$ cat config.mk
export PLATFORM = sky130hd
export DESIGN_NAME = audio_sample_streamer
export DESIGN_NICKNAME = d
export VERILOG_FILES = /design/src/rtl/audio_sample_streamer.sv
export SDC_FILE = /design/constraint.sdc
export NUM_CORES = 1
export LEC_CHECK = 0
export ABC_AREA = 1
export CORE_MARGIN = 2
export CORE_UTILIZATION = 25
export DETAILED_ROUTE_END_ITERATION = 12
export SLEW_MARGIN = 20
export SYNTH_ARGS = -nofsm -noshare
export SYNTH_HDL_FRONTEND = slang
export SYNTH_HIERARCHICAL = 1
export SYNTH_SLANG_ARGS = --single-unit
$ cat constraint.sdc
create_clock -name clk -period 2.9 [get_ports clk]
set_clock_uncertainty 0.05 [all_clocks]
set_input_delay 0.87 -clock clk [delete_from_list [all_inputs] [get_ports clk]]
set_output_delay 0.87 -clock clk [all_outputs]
set_load 0.03 [all_outputs]
$ cat src/rtl/audio_sample_streamer.sv
// Sample-rate streamer between the SD-card audio FIFO and the PWM stage.
// A fractional accumulator produces the rate tick; each tick pops and converts one sample.
module audio_sample_streamer #(
    parameter int CLK_HZ    = 50000000,
    parameter int SAMPLE_HZ = 48000,
    parameter int DATA_W    = 16
) (
    input  logic              clk,
    input  logic              reset_n,
    input  logic              enable,
    input  logic [3:0]        vol,
    input  logic [DATA_W-1:0] fifo_dout,
    input  logic              fifo_empty,
    input  logic              fifo_prog_full,
    output logic              fifo_rd_en,
    output logic              sample_tick,
    output logic [DATA_W-1:0] sample_out,
    output logic              sample_valid,
    output logic              playing,
    output logic [15:0]       underrun_cnt
);

    localparam int ACC_W = $clog2(CLK_HZ + SAMPLE_HZ);
    localparam logic [DATA_W-1:0] SILENCE = {1'b1, {(DATA_W-1){1'b0}}};

    typedef enum logic [1:0] {
        IDLE  = 2'd0,
        PRIME = 2'd1,
        PLAY  = 2'd2
    } state_t;

    state_t            state_r;
    logic [ACC_W-1:0]  acc_r;
    logic [ACC_W-1:0]  acc_sum_s;
    logic [ACC_W-1:0]  acc_next_s;
    logic              tick_s;
    logic              cap_r;
    logic              sil1_r;
    logic              sil2_r;

    // Attenuate by arithmetic shift, then flip the sign bit for offset-binary.
    function automatic logic [DATA_W-1:0] to_offset_binary(
        input logic [DATA_W-1:0] d,
        input logic [3:0]        sh
    );
        logic signed [DATA_W-1:0] s;
        s = $signed(d) >>> sh;
        return {~s[DATA_W-1], s[DATA_W-2:0]};
    endfunction

    // Fractional rate accumulator: wrap by CLK_HZ and flag a tick on each wrap.
    always_comb begin
        acc_sum_s  = acc_r + ACC_W'(SAMPLE_HZ);
        acc_next_s = acc_sum_s;
        tick_s     = 1'b0;
        if (acc_sum_s >= ACC_W'(CLK_HZ)) begin
            acc_next_s = acc_sum_s - ACC_W'(CLK_HZ);
            tick_s     = 1'b1;
        end else begin
            acc_next_s = acc_sum_s;
            tick_s     = 1'b0;
        end
    end

    // Accumulator and registered tick run in every state.
    always_ff @(posedge clk or negedge reset_n) begin
        if (!reset_n) begin
            acc_r       <= {ACC_W{1'b0}};
            sample_tick <= 1'b0;
        end else begin
            acc_r       <= acc_next_s;
            sample_tick <= tick_s;
        end
    end

    // Playback FSM with a two-stage output pipeline: tick -> read/capture -> output.
    always_ff @(posedge clk or negedge reset_n) begin
        if (!reset_n) begin
            state_r      <= IDLE;
            fifo_rd_en   <= 1'b0;
            cap_r        <= 1'b0;
            sil1_r       <= 1'b0;
            sil2_r       <= 1'b0;
            sample_out   <= SILENCE;
            sample_valid <= 1'b0;
            playing      <= 1'b0;
            underrun_cnt <= 16'h0000;
        end else begin
            fifo_rd_en   <= 1'b0;
            sample_valid <= 1'b0;
            sil1_r       <= 1'b0;
            // Pipeline stages die as soon as enable drops, so a popped word is discarded.
            cap_r        <= fifo_rd_en & enable;
            sil2_r       <= sil1_r & enable;
            if (!enable) begin
                state_r    <= IDLE;
                playing    <= 1'b0;
                sample_out <= SILENCE;
            end else begin
                if (cap_r) begin
                    sample_out   <= to_offset_binary(fifo_dout, vol);
                    sample_valid <= 1'b1;
                end else if (sil2_r) begin
                    sample_out   <= SILENCE;
                    sample_valid <= 1'b1;
                end else begin
                    sample_out   <= sample_out;
                end
                case (state_r)
                    IDLE: begin
                        state_r    <= PRIME;
                        playing    <= 1'b0;
                        sample_out <= SILENCE;
                    end
                    PRIME: begin
                        if (tick_s) begin
                            sil1_r <= 1'b1;
                        end else begin
                            sil1_r <= 1'b0;
                        end
                        if (fifo_prog_full) begin
                            state_r <= PLAY;
                            playing <= 1'b1;
                        end else begin
                            state_r <= PRIME;
                            playing <= 1'b0;
                        end
                    end
                    PLAY: begin
                        if (tick_s && !fifo_empty) begin
                            fifo_rd_en <= ~(fifo_rd_en | cap_r);
                        end else if (tick_s) begin
                            sil1_r       <= 1'b1;
                            underrun_cnt <= (underrun_cnt == 16'hFFFF) ? underrun_cnt
                                                                       : underrun_cnt + 16'h0001;
                            state_r      <= PRIME;
                            playing      <= 1'b0;
                        end else begin
                            state_r <= PLAY;
                        end
                    end
                    default: begin
                        state_r <= IDLE;
                        playing <= 1'b0;
                    end
                endcase
            end
        end
    end

    audio_sample_streamer_chk #(
        .CLK_HZ    (CLK_HZ),
        .SAMPLE_HZ (SAMPLE_HZ)
    ) u_chk (
        .clk        (clk),
        .reset_n    (reset_n),
        .tick       (tick_s),
        .fifo_rd_en (fifo_rd_en),
        .cap        (cap_r)
    );

endmodule

// Checker: rate constraint and single-read-in-flight.
module audio_sample_streamer_chk #(
    parameter int CLK_HZ    = 50000000,
    parameter int SAMPLE_HZ = 48000
) (
    input logic clk,
    input logic reset_n,
    input logic tick,
    input logic fifo_rd_en,
    input logic cap
);

    localparam bit RATE_OK = (64'(SAMPLE_HZ) * 64'd3) < 64'(CLK_HZ);

    a_rate_ok: assert property (@(posedge clk) disable iff (!reset_n) RATE_OK);

    a_one_in_flight: assert property (@(posedge clk) disable iff (!reset_n)
        !(tick && (fifo_rd_en || cap)));

endmodule

==> metrics.md, run 1 <==
| Metric | Value |
|---|---|
| Die X | 135.1 um |
| Final setup viols | 0 |
| PortBufs | 60 |
| GPL Wtd Cong | 0.8543 |
| First-pass GRT wire length | 19530 um |
| DRT Pass-1 Iters | 4 |
| DRC violation count after routing | 0 |
| Die height | 135.1 um |
| R2r startpoint | acc_r[8] |
| Net Sw Frac | 23.76% |
| Share of post-route cells with drive strength above 1 | 7.649% |
| Cts bufs inserted | 9 |
| CP max stage delay | 0.37 ns |
| Mapped Cells | 637 |
| Die area | 0.01825 sq mm |
| Final hold vios | 0 |
| Critical path's top delay family | simple AND/OR/NAND/NOR gates |
| CP bufs+invs | 2 |
| Worst Setup End Kind | register |
| Post-synth cell types | 41 |
| Status | complete, no violations |
| Syn nets | 671 |
| Routed wl met3 | 406 um |
| HP Class | register to register |
| F_max | 377.0 MHz |
| Setup Fix Bufs, Post-CTS | 0 |
| Met1 Wirelength | 5546 um |
| Global-route usage over all layers | 13.27% |
| Clk pwr share | 48.5% |
| Initial Util | 25.72% |
| Placed cell areas | 0.005164 sq mm |
| Min Clock Period, post-route | 2.653 ns |
| Post-Syn Area | 0.004295 sq mm |
| CP max-delay cell | dfrtp_1 |
| Worst slew margin relative to its limit | 63.59% |
| Combinational Power Share | 9.4% |
| Initial drt markers | 219 |
| Worst Hold Path EP | sil2_r |
| Final Cell Area | 0.005434 sq mm |
| Worst flop-to-flop path endpoint | underrun_cnt[5] |
| Worst-Skew Late Latency | 0.33 ns |
| Syn avg cell area | 6.743 sq um |
| Final antenna-violating net count | 0 |
| Post-DP HPWL | 8676 um |
| H-Tree Depth | 3 |
| Antenna violations before repair | 0 |
| Max Buffers Root-to-Sink | 2 |
| Pwr Density | 370.0 mW/mm^2 |
| Yosys warning count | 6 |
| Crit path launch type | register |
| Final nets | 736 |
| Lkg Pwr | 2.639 nW |
| Critical Path RT | 3.07 ns |
| Via/cell ratio | 4.515 |
| # Max-Cap Violations | 0 |
| R2r worst-path depth | 17 |
| WS Path Type | register to register |
| Vias in the first global route | 4042 |
| Internal Power | 1.533 mW |
| Routed length per placed instance | 12.23 um |
| Sequential area share after synthesis | 34.98% |
| Hold path depth | 2 |
| Std cell rows | 47 |
| Worst-Margin Slew | 0.5456 ns |
| Fill count | 1827 |
| Hold_sp | sil1_r |
| RSZ-0062 raised after global routing | no |
| DR top layer | met4 |
| CP arrival | 2.82 ns |
| Routed WL | 11320 um |
| Tcrit/Tclk final | 91.47% |
| CTS resizes | 0 |
| Critical path cell sequence | inv_1 > ha_1 > nand2_1 > nand2_2 > nand2_1 > nand2_1 > nand2_1 > nand2_1 > nand3_2 > a21oi_2 > nand3_2 > nand3_4 > nand2_4 > inv_6 > nand2_1 > nand2_1 > nand2_1 |
| Clk slew on worst S/H paths | 0.05 ns |
| Worst vdd ir | 0.2459 mV |
| Core Region | 0.01670 sq mm |
| Setup TNS | 0 ns |
| Most used cell, CP | nand2_1 |
| CTS tree | yes |
| Antenna diodes | 0 |
| Largest net degree at the start of global routing | 61 |
| Layout area overhead | 26.51% |
| Sequential power share | 42.1% |
| R2r setup slk | 0.25 ns |
| CTS Root Cell | clkbuf_16 |
| #FFs+latches synth | 60 |
| CP max FO | 19 |
| Met2 wire len | 5176 um |
| I/O pins | 61 |
| Vias | 4181 |
| Switching power | 0.4778 mW |
| GR Overflow Total | 0 |
| Slew Viols, Final | 0 |
| Clock net sink count | 60 |
| # hold bufs at CTS | 0 |
==> worst max path at each step <==
| stage | depth (start not counted) | slack (ns) | end | from |
|---|---|---|---|---|
| after global routing | 19 | 0.02 | underrun_cnt[5] | acc_r[8] |
| after CTS | 17 | 0.26 | underrun_cnt[5] | acc_r[8] |
| final | 17 | 0.25 | underrun_cnt[5] | acc_r[8] |
| after detailed placement | 8 | 0.04 | sample_out[11] | vol[0] |
| after global placement | 8 | 0.11 | sample_out[12] | vol[0] |
| after floorplan | 7 | 0.59 | sample_out[2] | vol[0] |
==> metrics by stage <==
stage	hold WS (ns)	setup WS, ns	utilization, %	power [mW]	cells
after global placement	0.3734	0.1092	30.92	1.051	911
final	0.3866	0.2475	32.54	2.011	926
after CTS	0.3941	0.2637	32.54	2.037	926
after detailed placement	0.3824	0.03920	30.92	1.051	911
after floorplan	0.3620	0.5891	-	0.9611	637
after global routing	0.4465	0.01645	32.54	2.106	926
==> cell type report <==
class                      instances  area, sq um  share of cell area [%]
multi-input combinational        477         2382                   43.84
inverter                          84        320.3                   5.895
sequential                        60         1503                   27.65
tap                              220        275.3                   5.066
clock buffer                      13        260.3                   4.789
timing repair buffer              70        683.2                   12.57
clock inverter                     2        10.01                  0.1842
==> synthesized netlist by cell type <==
| cell | instances | area, sq um |
|---|---|---|
| a211oi_1 | 1 | 7.510 |
| a21boi_0 | 1 | 7.510 |
| a21o_1 | 1 | 7.510 |
| a21oi_1 | 17 | 85.08 |
| a21oi_2 | 1 | 8.760 |
| a22o_1 | 4 | 35.03 |
| a31oi_1 | 2 | 12.51 |
| a32o_1 | 1 | 10.01 |
| and2_1 | 1 | 6.260 |
| buf_1 | 1 | 3.750 |
| buf_4 | 3 | 22.52 |
| buf_6 | 1 | 11.26 |
| buf_8 | 1 | 15.01 |
| clkbuf_1 | 10 | 37.54 |
| clkinv_1 | 1 | 3.750 |
| dfrtp_1 | 59 | 1476 |
| dfstp_2 | 1 | 26.28 |
| ha_1 | 9 | 112.6 |
| inv_1 | 75 | 281.5 |
| inv_2 | 7 | 26.28 |
| inv_6 | 1 | 8.760 |
| mux2i_1 | 5 | 50.05 |
| nand2_1 | 205 | 769.5 |
| nand2_2 | 8 | 50.05 |
| nand2_4 | 1 | 11.26 |
| nand3_1 | 57 | 285.3 |
| nand3_2 | 6 | 60.06 |
| nand3_4 | 1 | 17.52 |
| nand3b_1 | 2 | 15.01 |
| nand4_1 | 8 | 50.05 |
| nor2_1 | 48 | 180.2 |
| nor2_2 | 3 | 18.77 |
| nor2_4 | 1 | 11.26 |
| nor3_1 | 10 | 50.05 |
| nor4_1 | 1 | 6.260 |
| o211ai_1 | 4 | 30.03 |
| o21ai_0 | 51 | 255.2 |
| o21ai_1 | 4 | 20.02 |
| o21bai_1 | 1 | 7.510 |
| xnor2_1 | 4 | 35.03 |
| xor2_1 | 19 | 166.4 |
==> worst min-delay path, stage by stage, from the launching register on <==
cell     delay (ns)
dfrtp_1        0.32
nand2_1        0.05
inv_1          0.04
==> metal layers <==
layer / global-route usage [%] / up-vias
met5: 0 / -
met4: 4.514 / 0
met3: 2.290 / 15
met2: 21.55 / 85
met1: 17.89 / 1902
li1: - / 2179
==> sequential cells by signal (all words and copies together) (netlist names) <==
register	count
playing	1
underrun_cnt	16
acc_r	19
sample_valid	1
sil2_r	1
sil1_r	1
fifo_rd_en	1
sample_tick	1
cap_r	1
state_r	2
sample_out	16
==> power groups by stage <==
stage / Sequential (mW) / Combinational (mW) / Clock (mW)
after floorplan: 0.862 / 0.0995 / 0
after global placement: 0.861 / 0.190 / 0
after detailed placement: 0.861 / 0.190 / 0
after CTS: 0.846 / 0.191 / 0.999
after global routing: 0.846 / 0.217 / 1.04
final: 0.847 / 0.189 / 0.975
==> kinds of logic after synthesis <==
| family | share of synthesized area, % |
|---|---|
| XOR/XNOR | 4.690 |
| multiplexers | 1.165 |
| adder cells (fa/ha/maj) | 2.622 |
| buffers and inverters | 9.554 |
| AO/OA/AOI/OAI | 11.33 |
| flip-flops | 34.98 |
| AND/OR/NAND/NOR | 35.65 |
==> placed cells by master, fill, tap and decap left out, types with 5 or more instances in the layout <==
cell	synthesis	final
xor2_1	19	19
ha_1	9	9
clkdlybuf4s50_1	0	59
inv_1	75	75
nand3_1	57	57
nand2_1	205	205
inv_2	7	7
o21ai_0	51	51
mux2i_1	5	5
nor2_1	48	48
buf_4	3	9
nor3_1	10	10
nand3_2	6	6
a21oi_1	17	17
clkbuf_16	0	9
nand2_2	8	8
dfrtp_1	59	59
nand4_1	8	8
No activity file was read; power rests on OpenSTA's default activity.
==> run 2: changes to the inputs <==
--- a/config.mk
+++ b/config.mk
@@ -8,9 +8,9 @@
 export ABC_AREA = 1
 export CORE_MARGIN = 2
 export CORE_UTILIZATION = 25
+export CTS_CLUSTER_SIZE = 25
 export DETAILED_ROUTE_END_ITERATION = 12
 export SLEW_MARGIN = 20
 export SYNTH_ARGS = -nofsm -noshare
 export SYNTH_HDL_FRONTEND = slang
-export SYNTH_HIERARCHICAL = 1
 export SYNTH_SLANG_ARGS = --single-unit
==> results of run 2 <==
Final layout, timing and power as in run 1 (identical DEF).
Among the figures that moved: Yosys warning count 6 -> 0
==> run 3: changes to the inputs <==
--- a/config.mk
+++ b/config.mk
@@ -8,7 +8,7 @@
 export ABC_AREA = 1
 export CORE_MARGIN = 2
 export CORE_UTILIZATION = 25
-export CTS_CLUSTER_SIZE = 25
+export CTS_CLUSTER_SIZE = 10
 export DETAILED_ROUTE_END_ITERATION = 12
 export SLEW_MARGIN = 20
 export SYNTH_ARGS = -nofsm -noshare
==> results of run 3 <==
Final layout, timing and power as in run 1 (identical DEF).
Among the figures that moved: Yosys warning count 6 -> 0
